--- src/rtl/m_pc_fetch.sv ---
// m_pc_fetch: program counter and instruction-fetch stage.
// Runs a two-phase fetch: FETCH (request/ready with instruction memory),
// then ISSUE (hold the instruction downstream until stall drops, then step the PC).
// Optional misalignment trap is enabled by defining M_PC_FETCH_MISALIGN_TRAP_EN.
module m_pc_fetch #(
    parameter logic [31:0] RESET_PC = 32'h0000_0000
) (
    input  logic        clk,
    input  logic        reset,
    output logic        imem_req,
    output logic [31:0] imem_addr,
    input  logic        imem_ready,
    input  logic [31:0] imem_rdata,
    output logic [31:0] instr,
    output logic        instr_valid,
    output logic [31:0] pc_out,
    output logic [31:0] pc_plus4,
    input  logic        stall,
    input  logic        branch,
    input  logic        equal,
    input  logic [31:0] imm_ext,
    input  logic        jump,
    input  logic [31:0] jump_addr,
    output logic        misalign
);

`ifdef M_PC_FETCH_MISALIGN_TRAP_EN
    typedef enum logic [1:0] {
        S_FETCH = 2'd0,
        S_ISSUE = 2'd1,
        S_TRAP  = 2'd2
    } state_t;
`else
    typedef enum logic [1:0] {
        S_FETCH = 2'd0,
        S_ISSUE = 2'd1
    } state_t;
`endif

    state_t      state_q, state_d;
    logic [31:0] pc_q, pc_d;
    logic [31:0] instr_q, instr_d;
    logic [31:0] seq_pc;
    logic [31:0] imm_bytes;
    logic [31:0] next_pc;
    logic        req_fsm;

    // Next-PC selection: jump beats a taken branch, which beats sequential flow.
    always_comb begin
        seq_pc    = pc_q + 32'd4;
        imm_bytes = imm_ext << 2;
        if (jump) begin
            next_pc = jump_addr;
        end else if (branch && equal) begin
            next_pc = seq_pc + imm_bytes;
        end else begin
            next_pc = seq_pc;
        end
    end

    // FSM next-state, register next values and handshake outputs.
    always_comb begin
        state_d     = state_q;
        pc_d        = pc_q;
        instr_d     = instr_q;
        req_fsm     = 1'b0;
        instr_valid = 1'b0;
        misalign    = 1'b0;
        case (state_q)
            S_FETCH: begin
                req_fsm = 1'b1;
                if (imem_ready) begin
                    instr_d = imem_rdata;
                    state_d = S_ISSUE;
                end
            end
            S_ISSUE: begin
                instr_valid = 1'b1;
                if (!stall) begin
`ifdef M_PC_FETCH_MISALIGN_TRAP_EN
                    if (next_pc[1:0] != 2'b00) begin
                        state_d = S_TRAP;
                    end else begin
                        pc_d    = next_pc;
                        state_d = S_FETCH;
                    end
`else
                    // Without the trap, a misaligned target is silently word-aligned.
                    pc_d    = next_pc & ~32'd3;
                    state_d = S_FETCH;
`endif
                end
            end
`ifdef M_PC_FETCH_MISALIGN_TRAP_EN
            S_TRAP: begin
                // Sticky until reset.
                misalign = 1'b1;
            end
`endif
            default: begin
                state_d = S_FETCH;
            end
        endcase
    end

    // State, PC and instruction latch with asynchronous reset.
    always_ff @(posedge clk or posedge reset) begin
        if (reset) begin
            state_q <= S_FETCH;
            pc_q    <= RESET_PC;
            instr_q <= 32'h0000_0000;
        end else begin
            state_q <= state_d;
            pc_q    <= pc_d;
            instr_q <= instr_d;
        end
    end

    // The request is masked while reset is held so memory sees no fetch during reset.
    assign imem_req  = req_fsm & ~reset;
    assign imem_addr = pc_q;
    assign pc_out    = pc_q;
    assign pc_plus4  = seq_pc;
    assign instr     = instr_q;

endmodule
--- config.mk ---
export PLATFORM = sky130hd
export DESIGN_NAME = m_pc_fetch
export DESIGN_NICKNAME = d
export VERILOG_FILES = /design/src/rtl/m_pc_fetch.sv
export SDC_FILE = /design/constraint.sdc
export NUM_CORES = 1
export LEC_CHECK = 0
export ABC_AREA = 1
export BUFFER_PORTS_ARGS = -buffer_cell sky130_fd_sc_hd__buf_2
export CAP_MARGIN = 20
export CORE_UTILIZATION = 51
export CTS_CLUSTER_DIAMETER = 100
export DETAILED_ROUTE_END_ITERATION = 8
export GPL_TIMING_DRIVEN = 0
export PLACE_DENSITY = 0.83
export SLEW_MARGIN = 20
export SYNTH_ARGS = -nofsm -noshare
export SYNTH_HDL_FRONTEND = slang
export SYNTH_SLANG_ARGS = --single-unit
--- constraint.sdc ---
create_clock -name clk -period 3.85 [get_ports clk]
set_clock_uncertainty 0.1 [all_clocks]
set_input_delay 0.385 -clock clk [delete_from_list [all_inputs] [get_ports clk]]
set_output_delay 0.385 -clock clk [all_outputs]
set_load 0.02 [all_outputs]
==> impl_metrics.csv <==
group,metric,value,unit
min_path,holdPathStages,2,
die,design.portCount,234,
timing,period_share,0.9470,
min_path,hold_start,"imem_rdata[20]",
clock_network,cts_tree,"built",
drt,ant_nets,0,
timing,hold_slack,0.1915,ns
setup_path,slowest_delay,0.55,ns
grt,grt_max_degree,51,
layout,n_antenna_cell,0,
synth,yosysSeqAreaShare,0.2567,
setup_path,rr_startpoint,"imem_addr[3]",
timing,setup_viol,0,
place,dp_hpwl,16.89,mm
timing,max_slew_margin,0.5466,
layout,drive_gt1_frac,0.2899,
synth,async_flop_share,1.000,
layout,post-route-cell-area,7853,µm²
die,initial_core_util,0.5311,
timing,final.setup.tns,0,ns
drt,drc,16,
synth,syn-cell-area,6142,µm²
drt,dr.pass1.iters,9,
die,die_x,111.7,µm
timing,max_slew.worst_pin.slew,0.6800,ns
clock_network,cts_root_buf,"clkbuf_16",
setup_path,cp_common_cell,"nand2_1",
place,place_area,7480,µm²
grt,antenna_found_initial,0,
place,port_buffers,221,
layout,fin_cells,1333,
clock_network,clkTransAtPathRegs,0.06,ns
setup_path,crit_family,"simple AND/OR/NAND/NOR gates",
synth,synth.distinct_cells,44,
setup_path,cp.arrival,3.76,ns
timing,final_max_slew_viol_count,0,
die,dieArea,12490,µm²
power,p_leak,4.416,nW
clock_network,insertion_delay,0.32,ns
setup_path,critPathRequiredTime,3.96,ns
synth,synthTopCellsByCount,"nand2_1, inv_1, nor2_1",
layout,fin_util,0.6790,
status,status,"complete, but fails checks",
timing,fin_crit,3.646,ns
place,post-place-cells,1315,
synth,synthTopCellsByArea,"dfrtp_1, nand2_1, ha_1, inv_1, nor2_1",
grt,grt_pass1_wl,32.66,mm
synth,synth.top_cell.area_share,0.2567,
clock_network,cts_buffer_depth,2,
synth,synth_edf_count,0,
setup_path,cp_max_fo,6,
die,rows,39,
synth,yosys_warnings,0,
timing,fmax,0.2743,GHz
timing,hold_viol_final,0,
grt,grt_overflow,0,
setup_path,startpoint_type,"flop",
timing,rsz0062_at_grt,"false",
layout,synthToLayoutAreaGrowth,27.85,%
drt,vias,7160,
synth,synth_top_area_cell,"dfrtp_1",
setup_path,critPathLaunch,"imem_addr[3]",
setup_path,path_cells,"ha_2, nand3_2, nor2_4, nand2_2, xnor2_1, ha_1, a21oi_1, nand2_1, a21oi_1, nand2_1, nand2_1, nand2_1, or2_2, nand3_1, nand2_1, nand2_1, nand2_1",
layout,nets,1325,
setup_path,critPathKind,"flop to flop",
clock_network,numCtsBuffers,9,
die,die_h,111.7,µm
status,violations,"design-rule violations",
setup_path,crit_slowest_cell,"xnor2_1",
clock_network,cts_max_level,3,
synth,synthFlopType,"dfrtp_1",
drt,drt_iter0_markers,596,
setup_path,end_kind,"flop",
synth,synth-seq-cells,63,
grt,grt_pass1_vias,6579,
synth,synth_most_common_cell,"nand2_1",
min_path,holdCritPathClass,"input pin to flop",
setup_path,reg2reg_depth,17,
grt,grt_usage,0.3342,
place,routabilityCongestion,0.9531,
synth,synthCells,944,
setup_path,worst-r2r-setup-slack,0.20,ns
drt,wirelength,20.78,mm
drt,wire_per_inst,15.59,µm
drt,via_per_inst,5.371,
flow_run,drv_cap,0,
die,coreArea,11560,µm²
setup_path,worst-path-buf-inv,0,
setup_path,r2r-end,"imem_addr[23]",
power,ir_worst_vdd,0.0005289,V
synth,synth_area_per_cell,6.507,µm²
min_path,min_to,"instr[20]",
clock_network,cts_sinks,63,
power,power.density,900.3,nW/µm²
sequential cells by signal, indices dropped and copies added (netlist names):
register and cells:
state_q 1, instr 32, imem_addr 30
metal layers:
metal / part of all wire / GRT usage / vias up
li1: - / - / 3475
met1: 0.41 / 0.4290 / 3189
met2: 0.46 / 0.5586 / 428
met3: 0.096 / 0.05171 / 68
met4: 0.041 / 0.1423 / 0
met5: 0 / 0 / -
worst register-to-register path, stage by stage, from the launching register on:
cell and delay (ns):
dfrtp_2 0.42, ha_2 0.24, nand3_2 0.15, nor2_4 0.19
nand2_2 0.11, xnor2_1 0.55, ha_1 0.42, a21oi_1 0.26
nand2_1 0.12, a21oi_1 0.13, nand2_1 0.14, nand2_1 0.09
nand2_1 0.07, or2_2 0.27, nand3_1 0.07, nand2_1 0.09
nand2_1 0.09, nand2_1 0.05
worst max path at each step:
stage | endpoint | cells past startpoint
2_1_floorplan | imem_addr[23] | 19
4_1_cts | imem_addr[31] | 20
3_5_place_dp | imem_addr[23] | 19
5_1_grt | imem_addr[29] | 21
6_report | imem_addr[23] | 17
3_3_place_gp | imem_addr[31] | 20
power by group:
group	switching, mW	internal [mW]	leakage [nW]
registers	0.414	0.996	0.748
logic	3.08	1.71	3.52
clock network	0.302	0.571	0.153
area by class of cell:
class	instances	area (µm²)
Fill cell	1053	3712
Tap cell	143	178.9
Inverter	110	415.4
Clock inverter	6	93.84
Sequential cell	63	1579
Multi-Input combinational cell	721	3850
Clock buffer	10	229.0
Buffer	56	355.3
Timing Repair Buffer	224	1151
per-stage QoR:
stage / power, mW / setup slack (ns)
6_report: 7.070 / 0.2042
5_1_grt: 7.567 / 0.01040
4_1_cts: 6.991 / 0.2124
3_5_place_dp: 6.083 / 0.2852
3_3_place_gp: 5.985 / 0.3606
2_1_floorplan: 4.641 / 0.4886
kinds of logic after synthesis:
family,count (synthesis),synth area share
AO/OA/AOI/OAI,96,0.08576
flip-flops,63,0.2567
buffers and inverters,166,0.1251
multiplexers,32,0.05867
AND/OR/NAND/NOR,527,0.3640
XOR/XNOR,22,0.03259
other,1,0.0006105
adder cells (fa/ha/maj),37,0.07659
timing repair:
| item | in CTS | in global routing |
|---|---|---|
| setup endpoints to repair | 0 | 5 |
| hold buffers | 1 | 0 |
| gates resized for setup | 0 | 9 |
| hold endpoints to repair | 13 | 0 |
| setup buffers | 0 | 1 |
cell usage in the layout, fill, tap and decap left out, types with 5 or more instances in the layout:
cell and n:
nor2_1 102, clkbuf_1 13, nor2_2 5, xor2_1 16
nand2_1 302, nand4_1 8, nor3_1 12, dfrtp_1 61
ha_1 35, buf_4 39, clkbuf_16 9, buf_2 223
o211ai_1 6, inv_1 104, conb_1 7, a21oi_1 45
mux2_2 32, nand3_1 68, o21ai_0 30
No activity file was read; power rests on OpenSTA's default activity.
